File: config.mk
export PLATFORM = sky130hd
export DESIGN_NAME = moore_seq_detector
export DESIGN_NICKNAME = d
export VERILOG_FILES = /design/src/rtl/moore_seq_pkg.sv /design/src/rtl/sat_counter.sv /design/src/rtl/moore_seq_detector.sv
export SDC_FILE = /design/constraint.sdc
export NUM_CORES = 1
export LEC_CHECK = 0
export CAP_MARGIN = 20
export CORE_ASPECT_RATIO = 0.5
export CORE_MARGIN = 1
export CORE_UTILIZATION = 40
export CTS_CLUSTER_SIZE = 20
export DETAILED_ROUTE_END_ITERATION = 8
export PLACE_DENSITY = 0.69
export SYNTH_ARGS = -nofsm -noshare
export SYNTH_HDL_FRONTEND = slang
export SYNTH_HIERARCHICAL = 1
export SYNTH_SLANG_ARGS = --single-unit
File: constraint.sdc
create_clock -name clk -period 3.5 [get_ports clk]
set_input_delay 0.7 -clock clk [delete_from_list [all_inputs] [get_ports clk]]
set_output_delay 0.7 -clock clk [all_outputs]
set_load 0.01 [all_outputs]
File: src/rtl/moore_seq_pkg.sv
// Shared types and constants for the Moore serial sequence detector.
// Holds the reset-default pattern, the overlap-mode enum and the length-clamp helper.
package moore_seq_pkg;

    localparam logic [7:0] DEF_PATTERN_C = 8'b0000_0001;
    localparam int         DEF_LEN_C     = 3;
    localparam bit         DEF_OVERLAP_C = 1'b1;

    typedef enum logic {
        SEQ_NONOVL = 1'b0,
        SEQ_OVL    = 1'b1
    } seq_mode_e;

    // A length of 0 means 1; anything above the history depth means the full depth.
    function automatic int clamp_len(input int len, input int pat_w);
        if (len < 1) begin
            return 1;
        end
        if (len > pat_w) begin
            return pat_w;
        end
        return len;
    endfunction

endpackage

File: src/rtl/sat_counter.sv
// Saturating up-counter with synchronous clear; clear has priority over increment.
// sat is registered and rises on the same edge the count reaches all-ones.
module sat_counter #(
    parameter int CNT_W = 16
) (
    input  logic             clk,
    input  logic             reset,
    input  logic             inc,
    input  logic             clr,
    output logic [CNT_W-1:0] count,
    output logic             sat
);

    logic [CNT_W-1:0] r_count;
    logic             r_sat;
    logic [CNT_W-1:0] w_count_inc;

    assign w_count_inc = r_count + 1'b1;

    always_ff @(posedge clk) begin
        if (reset || clr) begin
            r_count <= '0;
            r_sat   <= 1'b0;
        end else if (inc && !r_sat) begin
            r_count <= w_count_inc;
            r_sat   <= &w_count_inc;
        end
    end

    assign count = r_count;
    assign sat   = r_sat;

endmodule

File: src/rtl/moore_seq_detector.sv
// Runtime-programmable serial pattern detector with registered one-cycle det pulse.
// Define MOORE_SEQ_DET_COUNT_EN to build the saturating match counter.
module moore_seq_detector
    import moore_seq_pkg::*;
#(
    parameter int                 PAT_W       = 8,
    parameter int                 CNT_W       = 16,
    parameter logic [PAT_W-1:0]   DEF_PATTERN = PAT_W'(DEF_PATTERN_C),
    parameter int                 DEF_LEN     = DEF_LEN_C,
    parameter bit                 DEF_OVERLAP = DEF_OVERLAP_C,
    localparam int                LEN_W       = $clog2(PAT_W + 1)
) (
    input  logic             clk,
    input  logic             reset,
    input  logic             inp,
    input  logic             in_valid,
    input  logic             cfg_load,
    input  logic [PAT_W-1:0] cfg_pattern,
    input  logic [LEN_W-1:0] cfg_len,
    input  logic             cfg_overlap,
    input  logic             cnt_clr,
    output logic             det,
    output logic [CNT_W-1:0] match_count,
    output logic             cnt_sat
);

    logic [PAT_W-1:0] r_hist;
    logic [LEN_W-1:0] r_fill;
    logic [PAT_W-1:0] r_pat;
    logic [LEN_W-1:0] r_len;
    seq_mode_e        r_ovl;
    logic             r_det;

    logic [PAT_W-1:0] w_hist_next;
    logic [LEN_W-1:0] w_fill_next;
    logic [PAT_W-1:0] w_len_mask;
    logic             w_match;
    logic             w_det_next;
    logic             w_unused_hist_msb;

    assign w_hist_next       = {r_hist[PAT_W-2:0], inp};
    assign w_fill_next       = (r_fill == LEN_W'(PAT_W)) ? r_fill : r_fill + 1'b1;
    assign w_unused_hist_msb = r_hist[PAT_W-1];

    // Only the low len bits of history and pattern take part in the compare.
    generate
        for (genvar gi = 0; gi < PAT_W; gi++) begin : g_mask
            assign w_len_mask[gi] = (LEN_W'(gi) < r_len);
        end
    endgenerate

    assign w_match    = (w_fill_next >= r_len) &&
                        (((w_hist_next ^ r_pat) & w_len_mask) == '0);
    assign w_det_next = in_valid && !cfg_load && w_match;

    always_ff @(posedge clk) begin
        if (reset) begin
            r_hist <= '0;
            r_fill <= '0;
            r_pat  <= DEF_PATTERN;
            r_len  <= LEN_W'(clamp_len(DEF_LEN, PAT_W));
            r_ovl  <= seq_mode_e'(DEF_OVERLAP);
            r_det  <= 1'b0;
        end else if (cfg_load) begin
            r_hist <= '0;
            r_fill <= '0;
            r_pat  <= cfg_pattern;
            r_len  <= LEN_W'(clamp_len(int'(cfg_len), PAT_W));
            r_ovl  <= seq_mode_e'(cfg_overlap);
            r_det  <= 1'b0;
        end else begin
            r_det <= w_det_next;
            if (in_valid) begin
                r_hist <= w_hist_next;
                // Non-overlapping mode demands len fresh bits before the next match.
                r_fill <= (w_match && r_ovl == SEQ_NONOVL) ? '0 : w_fill_next;
            end
        end
    end

    assign det = r_det;

`ifdef MOORE_SEQ_DET_COUNT_EN
    sat_counter #(
        .CNT_W (CNT_W)
    ) u_sat_counter (
        .clk   (clk),
        .reset (reset),
        .inc   (w_det_next),
        .clr   (cnt_clr),
        .count (match_count),
        .sat   (cnt_sat)
    );
`else
    logic w_unused_cnt_clr;
    assign w_unused_cnt_clr = cnt_clr;
    assign match_count      = '0;
    assign cnt_sat          = 1'b0;
`endif

endmodule

==> impl_metrics.toml <==
[setup_path]
critPathLaunchType = "flop"
crit_family = "simple AND/OR/NAND/NOR gates"
crit_chain = "inv_1 -> ha_1 -> nand2_1 -> nand2_1 -> mux2i_1 -> ha_1 -> nor3_4 -> a221o_1 -> or4b_1 -> nand3_2 -> a31oi_1"
critPathKind = "flop to flop"
worstPathBufferInverterCount = 1
worst_path_largest_cell_delay_ps = 710
worstPathArrival_ps = 3000
required_ps = 3650
end_kind = "flop"
cp_slowest_cell = "or4b_1"
path_max_fanout = 6

[cells_and_area]
regArea_um2 = 500
nets = 203
utilization = 0.476
layout-drive-gt1-share = 0.0960
multi_input_area_um2 = 826
fill_cells = 327
area_growth_syn_to_layout_pct = 12.4
final_cell_area_um2 = 1660
final_cells = 228
n_antenna_cell = 0

[sta]
setup_viol = 0
rsz0062_at_grt = "false"
fin_worst_skew_ps = 6.29
max_freq_ghz = 0.351
slew_headroom = 0.498
finalSetupTns_ps = 0
final_hold_viol_count = 0
setup_ws_ps = 652
finalMaxSlewViolations = 0
worstMarginPinSlew_ps = 751
period_needed_ps = 2850
fin_crit_sh = 0.814

[place]
dp_cells = 224
gp_congestion = 0.812
dpl-instance-area_um2 = 1610
hpwl_mm = 1.93
port_buffers = 18
pre_cts_ws_ps = 691

[yosys]
synth_edf_count = 0
syn_area_per_cell_um2 = 9.12
synth_seq_cells = 25
netlist_area_um2 = 1480
synthArstFlopShare = 0
ys_seq_area_frac = 0.339
ys_types = 35
synthCells = 162
ys_warn_count = 6
synth_top_flop_cell = "dfxtp_1"

[run]
maxCapViolCount = 0

[cts]
cts_hold_buf = 0
clockBufferDepth = 2
insertion_delay_ps = 270
htreeDepth = 1
cts_root_buffer = "clkbuf_8"
cts_resized = 0
post-cts-setup-buffers = 0
cts_inserted_buffers = 3
clkTransAtPathRegs_ps = 90
clock_sinks = 25
tritoncts = "done"

[drt]
drt-pass1-iter-count = 4
ant_nets = 0
via_per_inst = 4.70
routed-via-count = 1072
drc = 0
post_drt_wl_per_cell_um = 10.7
dr.first_iter.drc_count = 30
totalWireLength_mm = 2.44

[global_routing]
grt_first_pass_wirelength_mm = 4.04
grt.met2_usage = 0.240
grt_start_max_net_pins = 17
antenna_found_initial = 0
grtUsageMet3 = 0.0420
met1_usage = 0.164
grt_usage = 0.136
grt.overflow.total = 0
grt_pass1_vias = 935
top_usage_layer = "met2"

[floorplan]
die-area_um2 = 3960
core-area_um2 = 3490
die_w_um = 88.0
start_util = 0.423
io_pins = 37
die_h_um = 45.0
fp-row-count = 15

[pwr]
powerDensity_nw_per_um2 = 348
ir_drop_uv = 173
leakage_uw = 0.000677

[run_status]
status = "finished, final reports clean"

[hold_path]
min_path_type = "flop to flop"
-- per-layer routing --
| metal | share of wire | up-vias |
|---|---|---|
| li1 | - | 543 |
| met1 | 0.50 | 498 |
| met3 | 0.037 | 2 |
| met4 | 0.0074 | 0 |
| met2 | 0.46 | 29 |
| met5 | 0 | - |
-- per-stage QoR --
stage	hold WS, ps	power (uW)
final	518	578
after global routing	547	609
after CTS	520	587
after detailed placement	505	405
after global placement	499	403
after floorplan	475	389
-- worst reg2reg max path, stage by stage, from the launching register on --
cell and delay [ps]:
dfxtp_1 440, inv_1 100, ha_1 200, nand2_1 90
nand2_1 70, mux2i_1 210, ha_1 270, nor3_4 60
a221o_1 350, or4b_1 710, nand3_2 140, a31oi_1 90
-- power by group --
part | internal (uW) | total, uW | switching (uW)
registers | 295 | 307 | 11.8
logic | 47.1 | 91.1 | 44.0
clock network | 83.4 | 180 | 96.9
total | 426 | 578 | 153
-- flip-flops by register name (all words and copies together) (netlist names) --
signal and flops:
r_ovl 1, r_fill 4, r_pat 8, det 1, r_len 4, r_hist 7
-- area by class of cell --
type,count,area share
Tap cell,51,0.0384
Timing Repair Buffer,20,0.117
Inverter,7,0.0158
Clock inverter,1,0.00527
Multi-Input combinational cell,121,0.497
Clock buffer,3,0.0248
Sequential cell,25,0.301
-- kinds of logic after synthesis --
logic type	after synthesis	synth area share
and+or+nand+nor	48	0.188
AOI/OAI and AO/OA	24	0.109
buffers and inverters	32	0.143
xor gates and xnor gates	10	0.0593
adders and majority gates	6	0.0508
DFF	25	0.339
muxes	16	0.108
other	1	0.00254
-- cells in the mapped netlist, types with 3 or more instances --
cell type / n / area [um2]
a21oi_1: 6 / 30.0
buf_4: 18 / 135
buf_6: 3 / 33.8
clkbuf_1: 3 / 11.3
dfxtp_1: 25 / 500
ha_1: 6 / 75.1
inv_1: 7 / 26.3
mux2i_1: 16 / 160
nand2_1: 5 / 18.8
nand2b_1: 3 / 18.8
nand3_2: 6 / 60.1
nor2_1: 22 / 82.6
o211ai_1: 3 / 22.5
o21ai_0: 4 / 20.0
xnor2_1: 7 / 61.3
xor2_1: 3 / 26.3
-- layout by cell type, fill, tap and decap left out, drive strengths merged --
| master | netlist | final |
|---|---|---|
| a211o | 2 | 2 |
| a211oi | 1 | 1 |
| a21oi | 6 | 6 |
| a221o | 1 | 1 |
| a31oi | 2 | 2 |
| buf | 22 | 2 |
| clkbuf | 3 | 3 |
| clkdlybuf4s50 | 0 | 18 |
| conb | 1 | 17 |
| dfxtp | 25 | 25 |
| ha | 6 | 6 |
| inv | 7 | 8 |
| mux2i | 16 | 16 |
| nand2 | 5 | 5 |
| nand2b | 3 | 3 |
| nand3 | 7 | 7 |
| nor2 | 22 | 22 |
| nor2b | 2 | 2 |
| nor3 | 3 | 3 |
| nor4b | 2 | 2 |
| o211ai | 3 | 3 |
| o21a | 1 | 1 |
| o21ai | 4 | 4 |
| o21bai | 2 | 2 |
| o22ai | 2 | 2 |
| or2 | 2 | 2 |
| or2b | 1 | 1 |
| or4b | 1 | 1 |
| xnor2 | 7 | 7 |
| xor2 | 3 | 3 |
-- final timing paths --
kind,to,slack (ps),startpoint,cells after the start
setup / recovery,r_fill[0]$_SDFFE_PP0P_,650,r_fill[0]$_SDFFE_PP0P_,11
hold / removal,r_fill[1]$_SDFFE_PP0P_,520,r_fill[1]$_SDFFE_PP0P_,2
setup reg to reg,r_fill[0]$_SDFFE_PP0P_,650,r_fill[0]$_SDFFE_PP0P_,11
hold reg to reg,r_fill[1]$_SDFFE_PP0P_,520,r_fill[1]$_SDFFE_PP0P_,2
(Power assumes the default switching activity.)
